[src/rtl/wb_spimemio_arb.sv]
// wb_spimemio_arb: two-master Wishbone arbiter/sequencer in front of the SPI flash
// read controller. Keeps at most one downstream read in flight. Each master
// request is granted round-robin or with fixed priority (m0 wins ties). A hung
// slave is aborted after TIMEOUT cycles in WAIT.
//
// Optional feature: define WB_SPIARB_HIT_BUF_EN to add a one-entry last-word
// hit buffer. When it is not defined, cache_inv_i is unused.
//
// Ports:
//   wb_clk_i, wb_rst_i              clock; asynchronous active-high reset
//   m0_*/m1_*                       master ports: adr/cyc/stb in, dat/ack/err out
//                                   (ack and err are 1-cycle pulses)
//   s_adr_o/s_cyc_o/s_stb_o         downstream request (registered)
//   s_dat_i/s_ack_i                 downstream response
//   cache_inv_i                     clear the hit buffer
module wb_spimemio_arb #(
  parameter int unsigned ADR_W      = 24,
  parameter int unsigned TIMEOUT    = 1023,
  parameter int unsigned PRIO_FIXED = 0
) (
  input  logic             wb_clk_i,
  input  logic             wb_rst_i,
  input  logic [ADR_W-1:0] m0_adr_i,
  input  logic             m0_cyc_i,
  input  logic             m0_stb_i,
  output logic [31:0]      m0_dat_o,
  output logic             m0_ack_o,
  output logic             m0_err_o,
  input  logic [ADR_W-1:0] m1_adr_i,
  input  logic             m1_cyc_i,
  input  logic             m1_stb_i,
  output logic [31:0]      m1_dat_o,
  output logic             m1_ack_o,
  output logic             m1_err_o,
  output logic [ADR_W-1:0] s_adr_o,
  output logic             s_cyc_o,
  output logic             s_stb_o,
  input  logic [31:0]      s_dat_i,
  input  logic             s_ack_i,
  input  logic             cache_inv_i
);

  localparam int unsigned CntW = $clog2(TIMEOUT + 1);

  typedef enum logic [1:0] {StIdle, StWait, StResp} state_e;

  state_e           state_q, state_d;
  logic             gnt_q, gnt_d;
  logic             last_q, last_d;
  logic [ADR_W-1:0] s_adr_q, s_adr_d;
  logic             s_req_q, s_req_d;
  logic [CntW-1:0]  cnt_q, cnt_d;
  logic             err_q, err_d;
  // WAIT entered from a buffer hit: no downstream read, respond next cycle.
  logic             hit_q, hit_d;
  logic [31:0]      dat0_q, dat0_d, dat1_q, dat1_d;

  logic             live0, live1, live_gnt, req0, req1;
  logic             sel;
  logic [ADR_W-1:0] sel_adr;
  logic             buf_hit;
  logic [31:0]      buf_dat;
  logic             resp_ok;

  assign live0    = m0_cyc_i & m0_stb_i;
  assign live1    = m1_cyc_i & m1_stb_i;
  assign live_gnt = gnt_q ? live1 : live0;

  // Responses are gated by the live request so a master that gave up gets nothing.
  assign resp_ok  = (state_q == StResp);
  assign m0_ack_o = resp_ok & ~gnt_q & ~err_q & live0;
  assign m1_ack_o = resp_ok &  gnt_q & ~err_q & live1;
  assign m0_err_o = resp_ok & ~gnt_q &  err_q & live0;
  assign m1_err_o = resp_ok &  gnt_q &  err_q & live1;

  assign req0 = live0 & ~m0_ack_o & ~m0_err_o;
  assign req1 = live1 & ~m1_ack_o & ~m1_err_o;

  // On a tie, round-robin picks the master that did not win last time.
  always_comb begin
    if (req0 && req1) sel = (PRIO_FIXED != 0) ? 1'b0 : ~last_q;
    else              sel = req1;
  end
  assign sel_adr = sel ? m1_adr_i : m0_adr_i;

`ifdef WB_SPIARB_HIT_BUF_EN
  logic             buf_vld_q, buf_vld_d;
  logic [ADR_W-1:0] buf_adr_q, buf_adr_d;
  logic [31:0]      buf_dat_q, buf_dat_d;

  // Every successful downstream read refills the buffer, even when the result is
  // discarded. Invalidate wins over a same-cycle load.
  always_comb begin
    buf_vld_d = buf_vld_q;
    buf_adr_d = buf_adr_q;
    buf_dat_d = buf_dat_q;
    if (state_q == StWait && !hit_q && s_ack_i) begin
      buf_vld_d = 1'b1;
      buf_adr_d = s_adr_q;
      buf_dat_d = s_dat_i;
    end
    if (cache_inv_i) buf_vld_d = 1'b0;
  end

  always_ff @(posedge wb_clk_i or posedge wb_rst_i) begin
    if (wb_rst_i) begin
      buf_vld_q <= 1'b0;
      buf_adr_q <= '0;
      buf_dat_q <= '0;
    end else begin
      buf_vld_q <= buf_vld_d;
      buf_adr_q <= buf_adr_d;
      buf_dat_q <= buf_dat_d;
    end
  end

  assign buf_hit = buf_vld_q && (buf_adr_q == sel_adr);
  assign buf_dat = buf_dat_q;
`else
  logic unused_cache_inv;
  assign unused_cache_inv = cache_inv_i;
  assign buf_hit          = 1'b0;
  assign buf_dat          = '0;
`endif

  always_comb begin
    state_d = state_q;
    gnt_d   = gnt_q;
    last_d  = last_q;
    s_adr_d = s_adr_q;
    s_req_d = s_req_q;
    cnt_d   = cnt_q;
    err_d   = err_q;
    hit_d   = hit_q;
    dat0_d  = dat0_q;
    dat1_d  = dat1_q;
    unique case (state_q)
      StIdle: begin
        if (req0 || req1) begin
          gnt_d   = sel;
          last_d  = sel;
          s_adr_d = sel_adr;
          s_req_d = ~buf_hit;
          hit_d   = buf_hit;
          cnt_d   = '0;
          err_d   = 1'b0;
          state_d = StWait;
        end
      end
      StWait: begin
        cnt_d = cnt_q + 1'b1;
        if (hit_q || s_ack_i) begin
          s_req_d = 1'b0;
          state_d = StResp;
          if (live_gnt) begin
            if (gnt_q) dat1_d = hit_q ? buf_dat : s_dat_i;
            else       dat0_d = hit_q ? buf_dat : s_dat_i;
          end
        end else if (cnt_q == CntW'(TIMEOUT - 1)) begin
          s_req_d = 1'b0;
          err_d   = 1'b1;
          state_d = StResp;
        end
      end
      StResp:  state_d = StIdle;
      default: state_d = StIdle;
    endcase
  end

  always_ff @(posedge wb_clk_i or posedge wb_rst_i) begin
    if (wb_rst_i) begin
      state_q <= StIdle;
      gnt_q   <= 1'b0;
      last_q  <= 1'b1;
      s_adr_q <= '0;
      s_req_q <= 1'b0;
      cnt_q   <= '0;
      err_q   <= 1'b0;
      hit_q   <= 1'b0;
      dat0_q  <= '0;
      dat1_q  <= '0;
    end else begin
      state_q <= state_d;
      gnt_q   <= gnt_d;
      last_q  <= last_d;
      s_adr_q <= s_adr_d;
      s_req_q <= s_req_d;
      cnt_q   <= cnt_d;
      err_q   <= err_d;
      hit_q   <= hit_d;
      dat0_q  <= dat0_d;
      dat1_q  <= dat1_d;
    end
  end

  assign s_adr_o  = s_adr_q;
  assign s_cyc_o  = s_req_q;
  assign s_stb_o  = s_req_q;
  assign m0_dat_o = dat0_q;
  assign m1_dat_o = dat1_q;

endmodule
[config.mk]
export PLATFORM = sky130hd
export DESIGN_NAME = wb_spimemio_arb
export DESIGN_NICKNAME = d
export VERILOG_FILES = /design/src/rtl/wb_spimemio_arb.sv
export SDC_FILE = /design/constraint.sdc
export NUM_CORES = 1
export LEC_CHECK = 0
export ABC_AREA = 0
export ABC_CLOCK_PERIOD_IN_PS = 3300
export CAP_MARGIN = 20
export CORE_UTILIZATION = 35
export CTS_CLUSTER_DIAMETER = 30
export DETAILED_ROUTE_END_ITERATION = 7
export PLACE_DENSITY = 0.77
export SLEW_MARGIN = 15
export SYNTH_ARGS = -nofsm -noshare
export SYNTH_HDL_FRONTEND = slang
export SYNTH_SLANG_ARGS = --single-unit
[constraint.sdc]
create_clock -name wb_clk_i -period 3.3 [get_ports wb_clk_i]
set_clock_uncertainty 0.15 [all_clocks]
set_input_delay 0.66 -clock wb_clk_i [delete_from_list [all_inputs] [get_ports wb_clk_i]]
set_output_delay 0.66 -clock wb_clk_i [all_outputs]
set_load 0.1 [all_outputs]
After elaboration in Yosys (flattened, before gate mapping)
Cells that the tools add are included.
- flip-flop bits (word level): 104
- bits in latches: 0
- RAM bits: 0
- ROM bits: 0
- input bits: 88
- output and inout port bits: 94
- memories: 0
- $add $sub $neg: 1
- $mul: 0
- divide/modulo/power cells: 0
- order comparisons: 0
- equal/unequal tests: 7
- shift-type cells: 0
- mux-type cells: 17
- bitwise gates (word level): 23
- reductions and logical operators: 11
- operators with widths (kind ; count):
    $mux W24 ; 1
    $pmux W10 S2 ; 1
    $and A1 B1 Y1 ; 16
    $reduce_and A4 Y1 ; 3
    $add A10 B1 Y10 const B ; 1
    $eq A10 B10 Y1 const B ; 1
    $mux W10 ; 1
    $mux W1 ; 8
    $not A1 Y1 ; 7
    $mux W2 ; 3
    $ne A2 B2 Y1 const B ; 3
    $reduce_and A2 Y1 ; 3
    $pmux W1 S2 ; 2
    $pmux W2 S2 ; 1
    $ne A3 B3 Y1 const B ; 1
    $reduce_and A3 Y1 ; 1
    $eq A2 B1 Y1 const B ; 1
    $eq A2 B2 Y1 const B ; 1
    $logic_not A2 Y1 ; 1
    $reduce_bool A2 Y1 ; 1
    $logic_and A1 B1 Y1 ; 1
    $logic_or A1 B1 Y1 ; 1

Logic depth before layout (Yosys ltp)
- depth after elaboration: 10
- mapped depth: 6
- gate-level depth less buffers: 6

Worst setup path before layout
Ideal clock, no wire load.
- kind: input-to-output
- from: in m0_cyc_i
- to: out m0_ack_o
- arrival time: 3.699 ns
- data required time: 2.490 ns
- slack: -1.209 ns
- stages: 2
- cell sequence: nand2_1 > nor4_1
- longest elaborated chain between the ends: 2
- ends and longest elaborated chain (element ; RTL line ; RTL):
    start: declaration ; 24 ; input logic m0_cyc_i,
    $and A1 B1 Y1 ; 65 ; assign live0 = m0_cyc_i & m0_stb_i;
    $and A1 B1 Y1 ; 71 ; assign m0_ack_o = resp_ok & ~gnt_q & ~err_q & live0;
    end: declaration ; 27 ; output logic m0_ack_o,
No other way between the ends.

Final worst setup path
Ends and elaborated chain as after synthesis.

==> metrics.cfg <==
[worst_hold_path]
min_path_type=flop to flop

[detailed_routing]
route.antenna.remaining_nets=0
first_pass_iters=6
wl_per_cell_um=15.42
wirelength_um=10580
drtIter0Drc=150
via_count=3404
viasPerCell=4.962
drc=0

[synthesis]
avgSynthCellArea_um2=12.08
ys_types=38
yosys_warnings=0
yosysSeqAreaShare_pct=60.37
ys_ff_latch=104
synthesis.area_um2=4313
synth_nets=447
syn_inst=357

[finish]
diodes=0
layout.nets=624
design_area_um2=6442
drive_gt1_share_pct=34.51
fillers=1034
final_common_cell=dfrtp_1
layout_common_cells=103 x dfrtp_1, 94 x buf_4, 86 x clkdlybuf4s50_1
post-route-util_pct=53.64
synthToLayoutAreaGrowth_pct=49.38

[setup_path]
crit_path_start_kind=primary input
worstPathCellList=clkdlybuf4s50_1 -> nand2_1 -> nor4_2 -> buf_12
end_kind=output pin
crit_buf_inv=2
cp.arrival_ps=1980
cp_slowest_cell=clkdlybuf4s50_1
worstPathRequired_ps=2490
cp_max_fo=5
critPathTopFamily=buffers and inverters
cpPeakStageDelay_ps=480
worstSetupPathType=primary input to output pin

[timing]
maxSlewViolCount=0
setup_tns_ps=0
fmax_mhz=359.0
period_minus_slack_ps=2785
fin_crit_sh_pct=84.40
setup_violations=0
max_slew_margin_pct=36.02
rsz0062_at_grt=false
finalHoldViolations=0
worst_pin_slew_ps=959.8

[floorplanning]
die_h_um=113.0
die_x_um=113.0
placementRows=40
initial_core_util_pct=35.91
dieArea_um2=12770
io_pins=182
core_area_um2=12010

[grt]
grt_pass1_vias=3592
grt_pass1_wl_um=17420
grt_max_degree=105
grt_use_total_pct=17.32
antenna_found_initial=0
overflow=0

[clock_tree]
htreeDepth=3
cts_root_buf=clkbuf_16
clk_pin_slew_ps=70
cts_buffers=9
cts_sinks=104
post_cts.repair.setup_buffers=0
cts_tree=done
clockBufferDepth=2
clk_latency_ps=340
ctsResizeCount=0
cts_hold_buf=0

[place]
io_buffers=180
hpwlAfterDp_um=7502
dpl-instance-area_um2=6061
place.gp.congestion=0.7702

[flow_run]
max_cap_violations=0

[outcome]
outcome=finished clean

==> routing by layer <==
metal | wire length [um] | part of all wire, % | GRT usage, %
met3 | 737 | 7.0 | 4.392
met4 | 170 | 1.6 | 7.456
met1 | 4808 | 45 | 22.48
met2 | 4863 | 46 | 27.53
met5 | 0 | 0 | 0
==> logic make-up after synthesis <==
logic type | Yosys count | synth area share [%]
adders and majority gates | 2 | 0.5801
buffers and inverters | 24 | 3.336
muxes | 64 | 16.71
AOI/OAI and AO/OA | 72 | 9.661
and+or+nand+nor | 91 | 9.342
DFF | 104 | 60.37
==> per-stage QoR <==
step | setup WS (ps) | hold slack, ps | instances
final | 514.7 | 342.8 | 686
after global routing | 437.6 | 365.0 | 686
after CTS | 526.2 | 342.3 | 685
after detailed placement | 324.4 | 328.4 | 669
after global placement | 358.4 | 319.8 | 669
after floorplan | -57.33 | 302.2 | 357
==> flip-flops by register name (all words and copies together), names as in the netlist <==
| name | flops |
|---|---|
| cnt_q | 10 |
| err_q | 1 |
| gnt_q | 1 |
| last_q | 1 |
| m0_dat_o | 32 |
| m1_dat_o | 32 |
| s_adr_o | 24 |
| s_cyc_o | 1 |
| state_q | 2 |
==> final cells by class <==
class / instances / area, um^2 / area share (%)
flip-flops and latches: 104 / 2604 / 40.42
repair buffers: 186 / 1694 / 26.30
multi-input cells: 229 / 1588 / 24.65
clock buffers: 10 / 239.0 / 3.709
well taps: 147 / 183.9 / 2.855
clock inverters: 6 / 115.1 / 1.787
inverters: 4 / 18.77 / 0.2913
==> synth_stat cells <==
cell type	number	share of area, %
nand3b_1	1	0.17
nand3_1	7	0.81
o2111a_1	1	0.26
nor2b_1	2	0.29
o41ai_1	1	0.20
o22ai_1	1	0.15
dfrtp_1	103	60
nor2_2	1	0.15
a211o_1	1	0.20
mux2_2	60	16
nand2b_1	2	0.29
a31oi_1	2	0.29
nand4_1	3	0.44
clkbuf_1	6	0.52
nor4_1	1	0.15
o31ai_1	2	0.35
nand2_1	34	3.0
a21o_1	1	0.17
o211ai_1	1	0.17
o22a_1	1	0.20
a22o_1	3	0.61
or4_1	1	0.17
mux2_1	4	1.0
ha_1	2	0.58
o2111ai_1	1	0.20
buf_2	4	0.46
dfstp_2	1	0.61
nor2_1	31	2.7
buf_6	3	0.78
inv_1	4	0.35
buf_4	7	1.2
nor3_1	6	0.70
a21boi_2	1	0.26
a21oi_1	48	5.6
o21ai_0	7	0.81
nor3_4	1	0.38
o311ai_0	1	0.20
nand2_2	1	0.15
==> worst paths after layout <==
| path | startpoint | to | slack [ps] | cells past startpoint |
|---|---|---|---|---|
| worst max-delay path | m0_cyc_i | m0_ack_o | 510 | 4 |
| worst min-delay path | cnt_q[8] | cnt_q[8] | 340 | 1 |
| worst max register to register | state_q[0] | m0_dat_o[4] | 990 | 5 |
| worst min register to register | cnt_q[8] | cnt_q[8] | 340 | 1 |
| max in group asynchronous | wb_rst_i | last_q | 1910 | 3 |
| min in group asynchronous | wb_rst_i | m0_dat_o[17] | 690 | 3 |
Power is left out: the tool's default activity adds up to more than one toggle a clock period on the data nets, which glitch-free logic cannot reach.
